[src/rtl/seq_calc_core.sv]
// seq_calc_core: sequential signed calculator.
// Logic ops, ADD, SUB and NEG finish on the edge that accepts them. MUL (shift-add)
// and DIV (restoring) work on operand magnitudes one bit per edge and apply the
// sign at the end. Overflowed results either wrap or clamp, selected by SATURATE.
module seq_calc_core #(
  parameter int WIDTH    = 8,
  parameter bit SATURATE = 1'b0
) (
  input  logic             clk,
  input  logic             reset,
  input  logic             enable,
  input  logic             start,
  input  logic [2:0]       op,
  input  logic             chain,
  input  logic [WIDTH-1:0] a,
  input  logic [WIDTH-1:0] b,
  output logic [WIDTH-1:0] result,
  output logic             overflow,
  output logic             div_by_zero,
  output logic             busy,
  output logic             done
);

  // Exact results are held in PW bits, enough for a full signed product.
  localparam int PW = 2 * WIDTH + 1;
  localparam logic [5:0] CNT_LAST = 6'(WIDTH - 1);
  localparam logic signed [PW-1:0] MAX_X = {{(WIDTH+2){1'b0}}, {(WIDTH-1){1'b1}}};
  localparam logic signed [PW-1:0] MIN_X = {{(WIDTH+2){1'b1}}, {(WIDTH-1){1'b0}}};
  localparam logic [WIDTH-1:0] MAX_R = {1'b0, {(WIDTH-1){1'b1}}};
  localparam logic [WIDTH-1:0] MIN_R = {1'b1, {(WIDTH-1){1'b0}}};

  typedef enum logic [1:0] {IDLE, MUL_RUN, DIV_RUN, FINISH} state_t;

  state_t             state_q, state_d;
  logic [5:0]         cnt_q, cnt_d;
  logic [2*WIDTH-1:0] acc_q, acc_d;       // MUL partial product
  logic [2*WIDTH-1:0] mcand_q, mcand_d;   // MUL shifted multiplicand / DIV divisor (low half)
  logic [WIDTH-1:0]   mplier_q, mplier_d; // MUL multiplier / DIV dividend, both shifted
  logic [WIDTH-1:0]   rem_q, rem_d;
  logic [WIDTH-1:0]   quo_q, quo_d;
  logic               neg_q, neg_d;
  logic [WIDTH-1:0]   result_q, result_d;
  logic               ovf_q, ovf_d;
  logic               dbz_q, dbz_d;
  logic               done_q, done_d;

  logic [WIDTH-1:0]     opb;
  logic [2*WIDTH-1:0]   acc_step;
  logic [WIDTH:0]       rem_sh;
  logic                 rem_ge;
  logic [WIDTH-1:0]     quo_step;
  logic                 fin;
  logic signed [PW-1:0] exact_x;
  logic signed [PW-1:0] mag_x;
  logic [WIDTH:0]       fin_x;

  function automatic logic [WIDTH-1:0] mag(input logic [WIDTH-1:0] x);
    return x[WIDTH-1] ? WIDTH'(-x) : x;
  endfunction

  function automatic logic signed [PW-1:0] sext(input logic [WIDTH-1:0] x);
    return {{(WIDTH+1){x[WIDTH-1]}}, x};
  endfunction

  // Returns {overflow, result} for an exact signed value.
  function automatic logic [WIDTH:0] finalize(input logic signed [PW-1:0] x);
    logic ovf;
    logic [WIDTH-1:0] r;
    ovf = (x > MAX_X) || (x < MIN_X);
    r = x[WIDTH-1:0];
    if (ovf && SATURATE) r = x[PW-1] ? MIN_R : MAX_R;
    return {ovf, r};
  endfunction

  // Next-state, datapath step and completion logic; everything holds when enable=0.
  always_comb begin
    state_d  = state_q;
    cnt_d    = cnt_q;
    acc_d    = acc_q;
    mcand_d  = mcand_q;
    mplier_d = mplier_q;
    rem_d    = rem_q;
    quo_d    = quo_q;
    neg_d    = neg_q;
    result_d = result_q;
    ovf_d    = ovf_q;
    dbz_d    = dbz_q;
    done_d   = done_q;
    fin      = 1'b0;
    exact_x  = '0;
    mag_x    = '0;
    fin_x    = '0;
    opb      = chain ? result_q : b;
    acc_step = acc_q + (mplier_q[0] ? mcand_q : '0);
    rem_sh   = {rem_q, mplier_q[WIDTH-1]};
    rem_ge   = rem_sh >= {1'b0, mcand_q[WIDTH-1:0]};
    quo_step = (quo_q << 1) | {{(WIDTH-1){1'b0}}, rem_ge};
    if (enable) begin
      done_d = 1'b0;
      case (state_q)
        IDLE: begin
          if (start) begin
            case (op)
              3'd0: begin fin = 1'b1; exact_x = sext(a) + sext(opb); end
              3'd1: begin fin = 1'b1; exact_x = sext(a) - sext(opb); end
              3'd2: begin fin = 1'b1; exact_x = sext(a & opb); end
              3'd3: begin fin = 1'b1; exact_x = sext(a | opb); end
              3'd4: begin fin = 1'b1; exact_x = sext(a ^ opb); end
              3'd5: begin fin = 1'b1; exact_x = -sext(a); end
              3'd6: begin
                neg_d    = a[WIDTH-1] ^ opb[WIDTH-1];
                mcand_d  = {{WIDTH{1'b0}}, mag(a)};
                mplier_d = mag(opb);
                acc_d    = '0;
                cnt_d    = '0;
                state_d  = MUL_RUN;
              end
              default: begin
                if (opb == '0) begin
                  result_d = '0;
                  ovf_d    = 1'b0;
                  dbz_d    = 1'b1;
                  done_d   = 1'b1;
                end else begin
                  neg_d    = a[WIDTH-1] ^ opb[WIDTH-1];
                  mcand_d  = {{WIDTH{1'b0}}, mag(opb)};
                  mplier_d = mag(a);
                  rem_d    = '0;
                  quo_d    = '0;
                  cnt_d    = '0;
                  state_d  = DIV_RUN;
                end
              end
            endcase
          end
        end
        MUL_RUN: begin
          acc_d    = acc_step;
          mcand_d  = mcand_q << 1;
          mplier_d = mplier_q >> 1;
          cnt_d    = cnt_q + 6'd1;
          if (cnt_q == CNT_LAST) begin
            mag_x   = {1'b0, acc_step};
            exact_x = neg_q ? -mag_x : mag_x;
            fin     = 1'b1;
            state_d = IDLE;
          end
        end
        DIV_RUN: begin
          rem_d    = rem_ge ? (rem_sh[WIDTH-1:0] - mcand_q[WIDTH-1:0]) : rem_sh[WIDTH-1:0];
          quo_d    = quo_step;
          mplier_d = mplier_q << 1;
          cnt_d    = cnt_q + 6'd1;
          if (cnt_q == CNT_LAST) begin
            mag_x   = {{(WIDTH+1){1'b0}}, quo_step};
            exact_x = neg_q ? -mag_x : mag_x;
            fin     = 1'b1;
            state_d = IDLE;
          end
        end
        default: state_d = IDLE;
      endcase
      if (fin) begin
        fin_x    = finalize(exact_x);
        result_d = fin_x[WIDTH-1:0];
        ovf_d    = fin_x[WIDTH];
        dbz_d    = 1'b0;
        done_d   = 1'b1;
      end
    end
  end

  // State and datapath registers, cleared asynchronously by reset.
  always_ff @(posedge clk or posedge reset) begin
    if (reset) begin
      state_q  <= IDLE;
      cnt_q    <= '0;
      acc_q    <= '0;
      mcand_q  <= '0;
      mplier_q <= '0;
      rem_q    <= '0;
      quo_q    <= '0;
      neg_q    <= 1'b0;
      result_q <= '0;
      ovf_q    <= 1'b0;
      dbz_q    <= 1'b0;
      done_q   <= 1'b0;
    end else begin
      state_q  <= state_d;
      cnt_q    <= cnt_d;
      acc_q    <= acc_d;
      mcand_q  <= mcand_d;
      mplier_q <= mplier_d;
      rem_q    <= rem_d;
      quo_q    <= quo_d;
      neg_q    <= neg_d;
      result_q <= result_d;
      ovf_q    <= ovf_d;
      dbz_q    <= dbz_d;
      done_q   <= done_d;
    end
  end

  assign result      = result_q;
  assign overflow    = ovf_q;
  assign div_by_zero = dbz_q;
  assign done        = done_q;
  assign busy        = (state_q != IDLE);

endmodule

[config.mk]
export PLATFORM = sky130hd
export DESIGN_NAME = seq_calc_core
export DESIGN_NICKNAME = d
export VERILOG_FILES = /design/src/rtl/seq_calc_core.sv
export SDC_FILE = /design/constraint.sdc
export NUM_CORES = 1
export LEC_CHECK = 0
export ABC_AREA = 1
export CAP_MARGIN = 20
export CELL_PAD_IN_SITES_DETAIL_PLACEMENT = 1
export CELL_PAD_IN_SITES_GLOBAL_PLACEMENT = 2
export CORE_UTILIZATION = 31
export DETAILED_ROUTE_END_ITERATION = 12
export PLACE_DENSITY = 0.83
export REMOVE_ABC_BUFFERS = 1
export SYNTH_ARGS = -nofsm -noshare
export SYNTH_HDL_FRONTEND = slang
export SYNTH_SLANG_ARGS = --single-unit
[constraint.sdc]
create_clock -name clk -period 3.21 [get_ports clk]
set_clock_uncertainty 0.05 [all_clocks]
set_input_delay 0.642 -clock clk [delete_from_list [all_inputs] [get_ports clk]]
set_output_delay 0.642 -clock clk [all_outputs]
set_load 0.005 [all_outputs]
==> results_dict.tcl, run 1 <==
set metrics [dict create \
    gp_congestion 0.937 \
    worstPathArrival_ns 3.35 \
    cp_max_fo 5 \
    drc 0 \
    layout_commonest_cell "nand2_1" \
    drt_wl_total_um 30200 \
    crit_required_ns 3.40 \
    ant_nets 0 \
    drtIter0Drc 373 \
    powerDensity_mw_per_mm2 785 \
    port_buffers 35 \
    placed_cells 1668 \
    synthArstFlopShare_pct 100 \
    synth_compound_area_share_pct 20.0 \
    drive_gt1_share_pct 27.4 \
    layout_common_cells "nand2_1, buf_4, inv_1" \
    track_usage_pct 24.9 \
    final_cells 1698 \
    clock_path_buffers 2 \
    ys.warnings.count 0 \
    synth_mux_area_share_pct 0 \
    fin_crit_sh_pct 98.5 \
    yosysTopAreaCellShare_pct 24.8 \
    grt_pass1_vias 9184 \
    rsz0062_at_grt "true" \
    yosys.area_share.simple_pct 29.9 \
    synthFlopType "dfrtp_1" \
    cts_root_buf "clkbuf_16" \
    fmax_ghz 0.316 \
    worstMarginPinSlew_ns 0.507 \
    crit_path_start_kind "flip-flop" \
    num_antenna_cells 0 \
    final-hold-violation-count 0 \
    netlist_area_mm2 0.00757 \
    yosysUniqueCellTypes 57 \
    ios 36 \
    grt_max_degree 54 \
    dieArea_mm2 0.0250 \
    syn_inst 1148 \
    hold_buffers 0 \
    core-area_mm2 0.0237 \
    rows 56 \
    multi_input_area_mm2 0.00535 \
    syn2layout_area_growth_pct 40.2 \
    ir_drop_uv 310 \
    finalSetupViolCount 0 \
    leakage_nw 5.23 \
    critPathCaptureType "flip-flop" \
    regArea_mm2 0.00188 \
    synth_top_family_by_area "simple AND/OR/NAND/NOR gates" \
    reg2reg_depth 21 \
    drv_cap 0 \
    synth_top_cell_by_area "dfrtp_1" \
    grt_pass1_wl_um 47900 \
    yosys.area_share.adder_pct 11.1 \
    firstDrtPassIters 5 \
    synth_edf_count 0 \
    vias 8656 \
    htree_levels 3 \
    cts_buffers 9 \
    cts_sinks 75 \
    yosysSeqAreaShare_pct 24.8 \
    worstHoldPathType "reg -> reg" \
    gr-total-overflow 0 \
    clk_pin_slew_ns 0.07 \
    die_y_um 158 \
    die_w_um 158 \
    slew_headroom_pct 66.2 \
    fillers 3081 \
    avgSynthCellArea_um2 6.59 \
    final_max_slew_viol_count 0 \
    fin_crit_ns 3.16 \
    yosys_register_bits 75 \
    synth_area_leaders "dfrtp_1, nand2_1, ha_1" \
    routedWlPerCell_um 17.8 \
    grt_antenna_before_repair 0 \
    avgViaCountPerCell 5.10 \
    utilization_pct 44.8 \
    clk_latency_ns 0.36 \
    tritoncts "built" \
    layout.nets 1463 \
    place_hpwl_um 23900 \
    worstSetupPathType "reg -> reg" \
    synth-xor-area-share_pct 2.43 \
    initial_core_util_pct 32.0 \
    hold_depth 2 \
    status "finished clean" \
]
-- repair_timing --
item                                    in CTS  in global routing
buffers inserted                             6                 10
resized for setup                           73                 68
endpoints found under the hold margin        0                  0
endpoints found under the setup margin       5                  5
pin swaps                                   28                 36
-- path summary, 6_finish.rpt --
| check | from | end | slack, ns |
|---|---|---|---|
| setup / recovery | mplier_q[0] | overflow | 0.05 |
| hold / removal | done | done | 0.45 |
| setup reg to reg | mplier_q[0] | overflow | 0.05 |
| hold reg to reg | done | done | 0.45 |
| max in group asynchronous | reset | overflow | 1.92 |
| min in group asynchronous | reset | rem_q[3] | 0.54 |
-- power by group --
part / internal [mW] / switching [mW] / leakage (nW)
registers: 1.24 / 0.253 / 0.997
logic: 2.49 / 3.24 / 4.08
clock network: 0.616 / 0.492 / 0.147
-- through the flow --
step / worst slack, ns / power [mW] / area, um^2 / hold WS [ns] / TNS, ns
3_5_place_dp: -0.876 / 6.64 / 9650 / 0.443 / -14.69
3_3_place_gp: -0.817 / 6.49 / 9650 / 0.442 / -11.91
2_1_floorplan: -0.0372 / 4.27 / 7430 / 0.403 / -0.0372
6_report: 0.0482 / 8.33 / 10600 / 0.451 / 0
5_1_grt: -0.189 / 8.99 / 10600 / 0.474 / -0.210
4_1_cts: 0.00405 / 7.95 / 10200 / 0.462 / 0
-- routing by layer --
metal,track usage (%),wire length (um)
met5,0,0
met4,10.5,916
met3,2.23,705
met2,44.7,15300
met1,30.2,13200
-- area by class of cell --
cell class,count,area share [%]
Tap cell,319,3.76
Sequential cell,75,17.7
Clock inverter,7,0.766
Timing Repair Buffer,241,18.2
Inverter,200,7.09
Clock buffer,9,2.12
Multi-Input combinational cell,847,50.4
-- kinds of logic (layout without fill, tap and decap cells) --
logic type | Yosys count | count (layout)
simple gates | 502 | 502
compound gates | 259 | 259
buf+inv | 226 | 457
flops | 75 | 75
fa+ha+maj | 65 | 65
xor+xnor | 21 | 21
-- worst max-delay path, stage by stage, from the launching register on --
cell     delay [ns]
dfrtp_2        0.46
nand2_2        0.09
inv_2          0.05
ha_4           0.16
fa_2           0.47
inv_2          0.10
ha_4           0.13
inv_2          0.04
a21oi_2        0.12
nand3_1        0.11
nor2_2         0.17
nand3_2        0.13
nor2_4         0.18
nand3_2        0.09
nand2_1        0.07
nand2_1        0.05
nand3_1        0.13
nand3_1        0.09
nor2_1         0.11
nand3_1        0.08
nand3_1        0.08
nand2_1        0.06
-- registers in the layout, indices dropped and copies added (netlist names), 2 cells and up --
name      cells
acc_q        16
cnt_q         6
mcand_q      16
mplier_q      8
quo_q         7
rem_q         8
result        8
state_q       2
-- cell usage after synthesis, types with 3 or more instances --
cell type,number
o31ai_1,5
a31oi_1,4
o21ai_2,4
a21oi_1,67
o21ai_0,94
nand2_1,275
inv_1,186
nand2_2,8
o22ai_1,38
nand3_2,4
nand3_1,81
o21ai_1,11
fa_1,4
nand4_1,16
a22oi_1,3
o211ai_1,6
nor3_1,14
nor2_2,3
nor3_4,5
buf_2,10
dfrtp_1,75
clkbuf_1,10
o2111ai_1,3
xor2_1,18
a221oi_1,7
nand3b_1,6
o21a_1,3
nor2_1,73
inv_2,13
xnor2_1,3
ha_1,61
(Power assumes the default switching activity.)
==> run 2, diff against run 1 <==
--- a/config.mk
+++ b/config.mk
@@ -9,9 +9,10 @@
 export CAP_MARGIN = 20
 export CELL_PAD_IN_SITES_DETAIL_PLACEMENT = 1
 export CELL_PAD_IN_SITES_GLOBAL_PLACEMENT = 2
-export CORE_UTILIZATION = 31
+export CORE_UTILIZATION = 32
+export CTS_BUF_LIST = sky130_fd_sc_hd__clkbuf_2 sky130_fd_sc_hd__clkbuf_4 sky130_fd_sc_hd__clkbuf_8
 export DETAILED_ROUTE_END_ITERATION = 12
-export PLACE_DENSITY = 0.83
+export PLACE_DENSITY = 0.85
 export REMOVE_ABC_BUFFERS = 1
 export SYNTH_ARGS = -nofsm -noshare
 export SYNTH_HDL_FRONTEND = slang
==> results_dict.tcl, run 2 (synthesized netlist as in run 1, its figures left out) <==
set metrics [dict create \
    clk_pin_slew_ns 0.10 \
    ir_drop_uv 303 \
    place_hpwl_um 23400 \
    crit_required_ns 3.44 \
    dpl_cell_area_mm2 0.00955 \
    cts_sinks 75 \
    reg2reg_depth 23 \
    drv_cap 0 \
    hold_buffers 0 \
    fillers 2960 \
    hold_ws_ns 0.463 \
    dieArea_mm2 0.0243 \
    layout.nets 1452 \
    rows 55 \
    drtIter0Drc 368 \
    powerDensity_mw_per_mm2 774 \
    track_usage_pct 24.2 \
    drc 0 \
    cp_max_fo 5 \
    core-area_mm2 0.0229 \
    gp_congestion 0.986 \
    leakage_nw 5.12 \
    multi_input_area_mm2 0.00532 \
    avgViaCountPerCell 5.05 \
    critPathCaptureType "flip-flop" \
    worstPathArrival_ns 3.41 \
    fin_area_mm2 0.0104 \
    fin_crit_ns 3.18 \
    drive_gt1_share_pct 26.2 \
    slew_headroom_pct 58.4 \
    syn2layout_area_growth_pct 37.0 \
    routedWlPerCell_um 17.4 \
    die_w_um 156 \
    crit_path_start_kind "flip-flop" \
    clock_path_buffers 2 \
    clk_latency_ns 0.39 \
    ant_nets 0 \
    cts_root_buf "clkbuf_8" \
    rsz0062_at_grt "true" \
    final-hold-violation-count 0 \
    utilization_pct 45.2 \
    num_antenna_cells 0 \
    cts_buffers 9 \
    worstSetupPathType "reg -> reg" \
    gr-total-overflow 0 \
    tritoncts "built" \
    layout_common_cells "nand2_1, buf_4, inv_1" \
    hold_depth 2 \
    layout_commonest_cell "nand2_1" \
    fin_crit_sh_pct 99.0 \
    regArea_mm2 0.00188 \
    firstDrtPassIters 5 \
    worstMarginPinSlew_ns 0.624 \
    status "finished clean" \
    grt_pass1_vias 8707 \
    grt_antenna_before_repair 0 \
    die_y_um 156 \
    grt_max_degree 33 \
    finalSetupViolCount 0 \
    initial_core_util_pct 33.0 \
    htree_levels 3 \
    final_max_slew_viol_count 0 \
    vias 8488 \
    ios 36 \
    reg_top3 "acc_q (16), mcand_q (16)" \
    fmax_ghz 0.315 \
    grt_pass1_wl_um 45800 \
    worstHoldPathType "reg -> reg" \
    port_buffers 35 \
    drt_wl_total_um 29300 \
]
## run 2: changes by cell type in the layout (fill, tap and decap cells not counted), sizes merged, moves of 2 or more
cell	previous run	this run
dlymetal6s2s	0	2
clkdlybuf4s50	34	32
clkinvlp	1	4
buf	206	196
## run 2: layout make-up
type                       count  share of cell area [%]
timing repair buffer         230                    17.8
sequential                    75                    18.1
clock buffer                   9                    1.19
tap                          313                    3.78
inverter                     200                    7.28
multi-input combinational    847                    51.3
clock inverter                 7                   0.567
## run 2: final timing paths
kind                              from          end  slack, ns
max                        mplier_q[0]     overflow       0.03
min                        mplier_q[1]  mplier_q[1]       0.46
max reg2reg                mplier_q[0]     overflow       0.03
min reg2reg                mplier_q[1]  mplier_q[1]       0.46
max in group asynchronous        reset  div_by_zero       1.77
min in group asynchronous        reset     rem_q[5]       0.59
## run 2: repair_timing
action                                  CTS  global route
buffers inserted                          2            14
gates resized for setup                  35            97
endpoints found under the setup margin    7             3
pin swaps                                 8            34
gates cloned                              0             0
## run 2: power by group
part	leakage (nW)	internal (mW)	total, mW	switching (mW)
clock	0.0804	0.291	0.730	0.439
combinational	4.04	2.53	5.81	3.28
sequential	0.998	1.24	1.49	0.252
## run 2: metal layers
layer	GRT usage, %	part of all wire, %	vias to the layer above
li1	-	-	4230
met1	30.4	44	4096
met2	42.9	51	114
met3	2.25	2.2	48
met4	9.06	2.8	0
met5	0	0	-
## run 2: through the flow
| step | power (mW) | cells | TNS [ns] | setup slack (ns) |
|---|---|---|---|---|
| after floorplan | 4.27 | 1122 | -0.0372 | -0.0372 |
| after global placement | 6.37 | 1649 | -12.61 | -0.720 |
| after detailed placement | 6.51 | 1649 | -15.79 | -0.849 |
| after CTS | 7.49 | 1667 | -0.00386 | -0.00386 |
| after global routing | 8.70 | 1681 | -0.179 | -0.179 |
| final | 8.03 | 1681 | 0 | 0.0324 |
## run 2: critical path, stage by stage (launching register included)
cell and delay, ns:
dfrtp_1 0.43, nand2_2 0.10, inv_2 0.05, ha_4 0.17
fa_2 0.48, inv_2 0.11, ha_4 0.14, inv_4 0.03
a21oi_4 0.12, nand3_2 0.11, nor2_2 0.16, nand3_2 0.13
nor2_4 0.16, nand2_2 0.08, nand2_2 0.06, nand2_2 0.05
nand2_1 0.06, nand2_1 0.07, nand2_1 0.08, nand2_1 0.05
nor2_1 0.12, nand4_1 0.09, nand3_1 0.09, nand2_1 0.05
==> run 3, diff against run 2 <==
--- a/config.mk
+++ b/config.mk
@@ -12,8 +12,11 @@
 export CORE_UTILIZATION = 32
 export CTS_BUF_LIST = sky130_fd_sc_hd__clkbuf_2 sky130_fd_sc_hd__clkbuf_4 sky130_fd_sc_hd__clkbuf_8
 export DETAILED_ROUTE_END_ITERATION = 12
+export MAX_ROUTING_LAYER = met4
 export PLACE_DENSITY = 0.85
 export REMOVE_ABC_BUFFERS = 1
+export SKIP_LAST_GASP = 1
+export SLEW_MARGIN = 20
 export SYNTH_ARGS = -nofsm -noshare
 export SYNTH_HDL_FRONTEND = slang
 export SYNTH_SLANG_ARGS = --single-unit
==> results_dict.tcl, run 3 (synthesized netlist as in run 1, its figures left out) <==
set metrics [dict create \
    status "finished clean" \
    switching_share_pct 48.7 \
    dieArea_mm2 0.0243 \
    port_buffers 35 \
    leakage_nw 5.16 \
    dpl_cell_area_mm2 0.00957 \
    die_y_um 156 \
    power.share.sequential_pct 18.1 \
    gp_congestion 0.959 \
    vias 8537 \
    fin_crit_sh_pct 97.1 \
    finalSetupViolCount 0 \
    ant_nets 0 \
    fin_area_mm2 0.0105 \
    grt_pass1_wl_um 46200 \
    crit_path_start_kind "flip-flop" \
    crit_required_ns 3.45 \
    clk_pin_slew_ns 0.09 \
    track_usage_pct 25.3 \
    avgViaCountPerCell 5.08 \
    htree_levels 3 \
    firstDrtPassIters 5 \
    setup-tns-final_ns 0 \
    rows 55 \
    comb_power_share_pct 71.0 \
    drive_gt1_share_pct 28.5 \
    place_hpwl_um 23500 \
    worstHoldPathType "reg -> reg" \
    grt_max_degree 54 \
    fmax_ghz 0.321 \
    layout.nets 1451 \
    p_int_mw 4.23 \
    power_switching_mw 4.02 \
    drtIter0Drc 350 \
    core-area_mm2 0.0229 \
    critPathCaptureType "flip-flop" \
    syn2layout_area_growth_pct 38.7 \
    layout_common_cells "nand2_1, buf_4, inv_1" \
    clock_path_buffers 2 \
    reg_top3 "acc_q (16), mcand_q (16)" \
    ios 36 \
    worstPathArrival_ns 3.35 \
    num_antenna_cells 0 \
    grt_antenna_before_repair 0 \
    final_max_slew_viol_count 0 \
    tritoncts "built" \
    initial_core_util_pct 33.0 \
    drc 0 \
    grt_pass1_vias 8796 \
    drt_wl_total_um 29600 \
    routedWlPerCell_um 17.6 \
    powerDensity_mw_per_mm2 786 \
    clk_latency_ns 0.40 \
    rsz0062_at_grt "true" \
    cts_buffers 9 \
    fin_crit_ns 3.12 \
    gr-total-overflow 0 \
    cts_root_buf "clkbuf_8" \
    worstMarginPinSlew_ns 0.544 \
    cts_sinks 75 \
    layout_commonest_cell "nand2_1" \
    die_w_um 156 \
    clockPowerShare_pct 10.9 \
    final-hold-violation-count 0 \
    drv_cap 0 \
    ir_drop_uv 314 \
    worstSetupPathType "reg -> reg" \
    cp_max_fo 5 \
    slew_headroom_pct 63.2 \
]
## run 3: cell count changes in the layout (fill, tap and decap cells not counted), sizes merged
cell           change
clkinvlp           -3
bufinv             +2
buf                -1
clkdlybuf4s50      -1
clkinv             +1
dlygate4sd2        +1
## run 3: per-stage QoR
| step | std cells | total power, mW | worst slack [ns] | hold slack [ns] | util (%) |
|---|---|---|---|---|---|
| after CTS | 1668 | 7.54 | 0.000200 | 0.464 | 43.1 |
| after detailed placement | 1650 | 6.48 | -0.864 | 0.442 | 41.7 |
| after global routing | 1680 | 8.93 | -0.123 | 0.488 | 45.8 |
| final | 1680 | 8.25 | 0.0923 | 0.456 | 45.8 |
| after floorplan | 1122 | 4.27 | -0.0372 | 0.403 | - |
| after global placement | 1650 | 6.37 | -0.711 | 0.423 | 41.7 |
## run 3: final timing paths
| kind | end | from | depth (start not counted) | slack (ns) |
|---|---|---|---|---|
| worst min-delay path | done | done | 2 | 0.46 |
| worst min register to register | done | done | 2 | 0.46 |
| min in group asynchronous | rem_q[2] | reset | 2 | 0.49 |
| worst max-delay path | overflow | mplier_q[0] | 20 | 0.09 |
| max in group asynchronous | acc_q[1] | reset | 3 | 1.96 |
| worst max register to register | overflow | mplier_q[0] | 20 | 0.09 |
## run 3: critical path: stages (launching register included)
cell	delay [ns]
dfrtp_1	0.41
buf_6	0.15
nand2_2	0.05
inv_2	0.10
fa_2	0.49
inv_4	0.10
nand2_2	0.06
a21oi_4	0.16
nand3_2	0.09
nor2_2	0.17
nand3_2	0.13
o21ai_4	0.21
nand2_1	0.09
nand3_2	0.09
nand2_1	0.08
inv_2	0.09
nand4_1	0.11
nor2_1	0.14
nand3_1	0.09
nand3_1	0.09
nand2_1	0.05
## run 3: metal layers
layer	routed length (um)	up-vias	track usage (%)
met3	503	46	2.28
met1	12900	4153	30.3
met2	15400	107	44.2
met5	0	-	-
met4	792	0	9.29
li1	-	4231	-
## run 3: final cells by class
class | count | area (um^2)
Clock buffer | 9 | 124
Fill cell | 2953 | 12400
Inverter | 200 | 757
Clock inverter | 7 | 108
Tap cell | 313 | 392
Timing Repair Buffer | 229 | 1860
Multi-Input combinational cell | 847 | 5380
Sequential cell | 75 | 1880
## run 3: power by group through the flow
stage               sequential [mW]  clock [mW]  combinational (mW)
CTS                            1.46       0.920                5.16
detailed placement             1.48           0                5.01
global route                   1.53       0.942                6.45
finish                         1.50       0.900                5.85
global placement               1.47           0                4.90
floorplan                      1.45           0                2.82
## run 3: repair_timing
action,CTS,global route
endpoints found under the setup margin,5,3
buffers inserted,2,12
hold buffers,0,0
pin swaps,3,48
resized for setup,26,145
